### config.mk
export PLATFORM = sky130hd
export DESIGN_NAME = instr_fetch_unit
export DESIGN_NICKNAME = d
export VERILOG_FILES = /design/src/rtl/instr_fetch_unit.sv
export SDC_FILE = /design/constraint.sdc
export NUM_CORES = 1
export LEC_CHECK = 0
export ABC_AREA = 1
export CAP_MARGIN = 10
export CORE_MARGIN = 3
export CORE_UTILIZATION = 45
export DETAILED_ROUTE_END_ITERATION = 8
export PLACE_DENSITY = 0.71
export SYNTH_ARGS = -nofsm -noshare
export SYNTH_HDL_FRONTEND = slang
export SYNTH_SLANG_ARGS = --single-unit
### constraint.sdc
create_clock -name clk -period 19.1 [get_ports clk]
set_input_delay 2.865 -clock clk [delete_from_list [all_inputs] [get_ports clk]]
set_output_delay 2.865 -clock clk [all_outputs]
set_load 0.1 [all_outputs]
### src/rtl/instr_fetch_unit.sv
// Instruction fetch stage: issues one word request at a time, buffers returned words with their PCs,
// and hands them to the decoder. A redirect flushes the buffer and discards any stale in-flight word.
module instr_fetch_unit #(
    parameter int                XLEN       = 32,
    parameter logic [XLEN-1:0]   RESET_PC   = '0,
    parameter int                FIFO_DEPTH = 2
) (
    input  logic            clk,
    input  logic            rst,
    output logic            imem_req,
    output logic [XLEN-1:0] imem_addr,
    input  logic            imem_gnt,
    input  logic            imem_rvalid,
    input  logic [XLEN-1:0] imem_rdata,
    input  logic            redirect_valid,
    input  logic [XLEN-1:0] redirect_target,
    output logic [XLEN-1:0] instruction,
    output logic [XLEN-1:0] instr_pc,
    output logic            instr_valid,
    input  logic            instr_ready,
    output logic [1:0]      dbg_state
);

    localparam int PTR_W = (FIFO_DEPTH > 1) ? $clog2(FIFO_DEPTH) : 1;
    localparam int CNT_W = PTR_W + 1;
    localparam logic [XLEN-1:0] NOP = XLEN'(32'h0000_0013);

    // Handshakes: memory accepts a request when imem_req && imem_gnt; the single outstanding
    // request completes on imem_rvalid; the decoder takes the head when instr_valid && instr_ready.
    typedef enum logic [1:0] {
        ST_IDLE         = 2'd0,
        ST_REQ          = 2'd1,
        ST_WAIT         = 2'd2,
        ST_WAIT_DISCARD = 2'd3
    } fetch_state_e;

    fetch_state_e    state_q, state_d;
    logic [XLEN-1:0] fetch_pc_q, fetch_pc_d;
    logic [XLEN-1:0] req_pc_q, req_pc_d;
    logic [XLEN-1:0] last_pc_q, last_pc_d;
    logic [PTR_W-1:0] rd_ptr_q, rd_ptr_d;
    logic [PTR_W-1:0] wr_ptr_q, wr_ptr_d;
    logic [CNT_W-1:0] count_q, count_d;
    logic [XLEN-1:0] fifo_instr_q [FIFO_DEPTH];
    logic [XLEN-1:0] fifo_instr_d [FIFO_DEPTH];
    logic [XLEN-1:0] fifo_pc_q    [FIFO_DEPTH];
    logic [XLEN-1:0] fifo_pc_d    [FIFO_DEPTH];

    logic outstanding;
    logic has_space;
    logic grant;
    logic resp;
    logic push;
    logic pop;

    always_comb begin
        outstanding = (state_q == ST_WAIT) || (state_q == ST_WAIT_DISCARD);
        has_space   = (count_q < CNT_W'(FIFO_DEPTH));
        imem_req    = !rst && !outstanding && !redirect_valid && has_space;
        imem_addr   = fetch_pc_q;
        grant       = imem_req && imem_gnt;
        resp        = imem_rvalid && outstanding;
        push        = resp && (state_q == ST_WAIT) && !redirect_valid;
        instr_valid = (count_q != '0);
        pop         = instr_valid && instr_ready && !redirect_valid;
        instruction = instr_valid ? fifo_instr_q[rd_ptr_q] : NOP;
        instr_pc    = instr_valid ? fifo_pc_q[rd_ptr_q] : last_pc_q;
        // The not-outstanding register state splits into REQ/IDLE depending on whether a request is possible.
        if (state_q == ST_REQ && !imem_req) begin
            dbg_state = ST_IDLE;
        end else begin
            dbg_state = state_q;
        end
    end

    always_comb begin
        state_d = state_q;
        case (state_q)
            ST_REQ: begin
                if (grant) begin
                    state_d = ST_WAIT;
                end
            end
            ST_WAIT: begin
                if (imem_rvalid) begin
                    state_d = ST_REQ;
                end else if (redirect_valid) begin
                    state_d = ST_WAIT_DISCARD;
                end
            end
            ST_WAIT_DISCARD: begin
                if (imem_rvalid) begin
                    state_d = ST_REQ;
                end
            end
            default: state_d = ST_REQ;
        endcase
    end

    always_comb begin
        fetch_pc_d   = fetch_pc_q;
        req_pc_d     = req_pc_q;
        last_pc_d    = instr_pc;
        rd_ptr_d     = rd_ptr_q;
        wr_ptr_d     = wr_ptr_q;
        count_d      = count_q;
        fifo_instr_d = fifo_instr_q;
        fifo_pc_d    = fifo_pc_q;

        if (redirect_valid) begin
            fetch_pc_d = {redirect_target[XLEN-1:2], 2'b00};
            rd_ptr_d   = '0;
            wr_ptr_d   = '0;
            count_d    = '0;
        end else begin
            if (grant) begin
                fetch_pc_d = fetch_pc_q + XLEN'(4);
                req_pc_d   = fetch_pc_q;
            end
            if (push) begin
                fifo_instr_d[wr_ptr_q] = imem_rdata;
                fifo_pc_d[wr_ptr_q]    = req_pc_q;
                wr_ptr_d               = wr_ptr_q + PTR_W'(1);
            end
            if (pop) begin
                rd_ptr_d = rd_ptr_q + PTR_W'(1);
            end
            case ({push, pop})
                2'b10:   count_d = count_q + CNT_W'(1);
                2'b01:   count_d = count_q - CNT_W'(1);
                default: count_d = count_q;
            endcase
        end
    end

    always_ff @(posedge clk or posedge rst) begin
        if (rst) begin
            state_q    <= ST_REQ;
            fetch_pc_q <= RESET_PC;
            req_pc_q   <= '0;
            last_pc_q  <= '0;
            rd_ptr_q   <= '0;
            wr_ptr_q   <= '0;
            count_q    <= '0;
            for (int i = 0; i < FIFO_DEPTH; i++) begin
                fifo_instr_q[i] <= '0;
                fifo_pc_q[i]    <= '0;
            end
        end else begin
            state_q      <= state_d;
            fetch_pc_q   <= fetch_pc_d;
            req_pc_q     <= req_pc_d;
            last_pc_q    <= last_pc_d;
            rd_ptr_q     <= rd_ptr_d;
            wr_ptr_q     <= wr_ptr_d;
            count_q      <= count_d;
            fifo_instr_q <= fifo_instr_d;
            fifo_pc_q    <= fifo_pc_d;
        end
    end

endmodule

==> flow_metrics.env <==
export IMPL_status="finished, final reports clean"
export IMPL_worstPathArrival_ps=5050
export IMPL_ys_seq_area_share_pct=54.2
export IMPL_firstDrtPassIters=6
export IMPL_ios=170
export IMPL_cts_tree="done"
export IMPL_dpl_hpwl_um=15900
export IMPL_route_vias_total=8547
export IMPL_n_fill_cell=2026
export IMPL_synth_edff_count=0
export IMPL_n_antenna_cell=0
export IMPL_tns_ps=0
export IMPL_max_cap_violations=0
export IMPL_postSynthAreaPerCell_sq_um=8.04
export IMPL_end_kind="output port"
export IMPL_yosys_top_cells_area="dfrtp_1 (54%), nand2_1 (15%), o21ai_1 (5.9%), a21oi_1 (4.5%), inv_1 (4.4%)"
export IMPL_dr_first_iter_drc_count=613
export IMPL_clock_latency_ps=510
export IMPL_multi_input_area_sq_mm=0.00387
export IMPL_ys_top_cells_by_count="nand2_1 (418), dfrtp_1 (221), inv_1 (120), o21ai_1 (120), a21oi_1 (93)"
export IMPL_tightest_slew_ps=1050
export IMPL_grt_pass1_vias=8076
export IMPL_die_y_um=157
export IMPL_tritoncts_num_sinks=222
export IMPL_yosysMostFrequentCell="nand2_1"
export IMPL_max_freq_ghz=0.126
export IMPL_dieArea_sq_mm=0.0246
export IMPL_cts_resized=0
export IMPL_cp_required_ps=16230
export IMPL_worstSetupStartpointType="input pin"
export IMPL_cts_setup_buffers=0
export IMPL_cts_reportedPaths_clkPinSlew_ps=60
export IMPL_yosysUniqueCellTypes=30
export IMPL_wl_um=25200
export IMPL_grt_pass1_wl_um=41200
export IMPL_hp_class="reg2reg"
export IMPL_grt_max_degree=141
export IMPL_yosys_warnings=0
export IMPL_path_class="in2out"
export IMPL_cts_htree_levels=1
export IMPL_async_flop_share_pct=100
export IMPL_cts_buffers=24
export IMPL_gp_congestion=0.876
export IMPL_ys_ff_latch=222
export IMPL_min_period_ps=7920
export IMPL_start_util_pct=46.4
export IMPL_max_slew_margin_pct=30.1
export IMPL_regToRegSetupSlack_ps=16470
export IMPL_cts_root_buf="clkbuf_16"
export IMPL_std_cell_rows=54
export IMPL_slew_viol_final=0
export IMPL_clockBufferDepth=3
export IMPL_area_delta_synth_final_pct=25.2
export IMPL_ant_nets=0
export IMPL_antenna_found_initial=0
export IMPL_syn_area_sq_mm=0.0102
export IMPL_drive_gt1_share_pct=5.90
export IMPL_grt_util_all_layers_pct=20.3
export IMPL_ys_flop_type="dfrtp_1"
export IMPL_nNetsFinal=1482
export IMPL_hold_buffers=0
export IMPL_synth_cells=1274
export IMPL_finClkSkew_ps=12.4
export IMPL_grt_overflow_total=0
export IMPL_io_buffers=165
export IMPL_die_w_um=157
export IMPL_setup_violations=0
export IMPL_core_sq_mm=0.0221
export IMPL_via_per_inst=5.02
export IMPL_hold_viol_final=0
export IMPL_crit_path_max_fanout=37
export IMPL_wire_per_inst_um=14.8
export IMPL_drc=0
export IMPL_rsz0062_at_grt="no"
export IMPL_yosys_area_top_type="dfrtp_1"
export IMPL_netlist_area_leader_share_pct=54.0
export IMPL_finalCritPeriodShare_pct=41.5
export IMPL_register_area_sq_mm=0.00556
==> placed cells by master, fill, tap and decap left out, types with 2 or more instances in the layout <==
cell type          n
clkbuf_16         25
clkdlybuf4s50_1  165
xnor2_1            2
and2_1             2
a21oi_1           93
clkbuf_1           2
buf_4              8
nand2_4            5
ha_1               5
nor2_4             9
clkbuf_8           5
inv_2              3
bufinv_16          4
nand3_1           77
clkinv_2           6
nand2_2            3
nor3_1             2
o21ai_1          120
conb_1             2
dfrtp_1          220
nor2_2             9
o21ai_0           47
nand2_1          418
inv_1            119
nor2_1            63
==> through the flow <==
step | hold slack (ps) | setup WS, ps | cell area, sq um | utilization [%] | instances
floorplan | 453 | 10160 | 10200 | - | 1275
global placement | 465 | 11180 | 12000 | 54.2 | 1661
detailed placement | 473 | 11150 | 12000 | 54.2 | 1661
CTS | 487 | 11160 | 12800 | 58.1 | 1704
global route | 501 | 11070 | 12800 | 58.1 | 1704
finish | 480 | 11180 | 12800 | 58.1 | 1704
==> metal layers <==
metal / GRT usage, % / vias to the layer above / share of wire [%]
li1: - / 4303 / -
met1: 29.3 / 3990 / 48
met2: 33.1 / 225 / 46
met3: 2.57 / 29 / 5.3
met4: 4.09 / 0 / 1.3
met5: 0 / - / 0
==> path summary, 6_finish.rpt <==
| path | start | to | cells after the start |
|---|---|---|---|
| worst max-delay path | redirect_valid | dbg_state[0] | 6 |
| worst min-delay path | req_pc_q[12]$_DFFE_PP0P_ | req_pc_q[12]$_DFFE_PP0P_ | 2 |
| worst max register to register | state_q[0]$_DFFE_PP1P_ | imem_addr[16]$_DFFE_PP0P_ | 9 |
| worst min register to register | req_pc_q[12]$_DFFE_PP0P_ | req_pc_q[12]$_DFFE_PP0P_ | 2 |
| max in group asynchronous | rst | fifo_instr_q[0]$_DFFE_PP0P_ | 3 |
| min in group asynchronous | rst | state_q[1]$_DFFE_PP0P_ | 2 |
==> logic make-up after synthesis <==
| family | after synthesis | synth area share (%) |
|---|---|---|
| buffers and inverters | 191 | 8.11 |
| other | 1 | 0.0366 |
| AND/OR/NAND/NOR | 593 | 24.1 |
| AO/OA/AOI/OAI | 260 | 12.7 |
| adder cells (fa/ha/maj) | 5 | 0.611 |
| XOR/XNOR | 2 | 0.171 |
| flip-flops | 222 | 54.2 |
==> sequential cells by signal (all words and copies together) (netlist names) <==
name	count
state_q	2
count_q	2
fifo_pc_q	60
req_pc_q	30
fifo_instr_q	64
imem_addr	30
last_pc_q	32
wr_ptr_q	1
rd_ptr_q	1
==> worst max-delay path, stage by stage <==
cell and delay, ps:
clkdlybuf4s50_1 400, buf_4 260, nor2_4 160, nand2_1 100
a21oi_1 130, clkdlybuf4s50_1 1140
==> layout make-up <==
class,instances,area share (%)
clock buffers,32,5.47
clock inverters,11,1.23
inverters,124,3.69
multi-input cells,862,30.2
flip-flops and latches,222,43.3
well taps,280,2.73
repair buffers,173,13.3
Power is not shown: default switching activity piles up to over one toggle a cycle in this logic, so the estimate is an artifact.
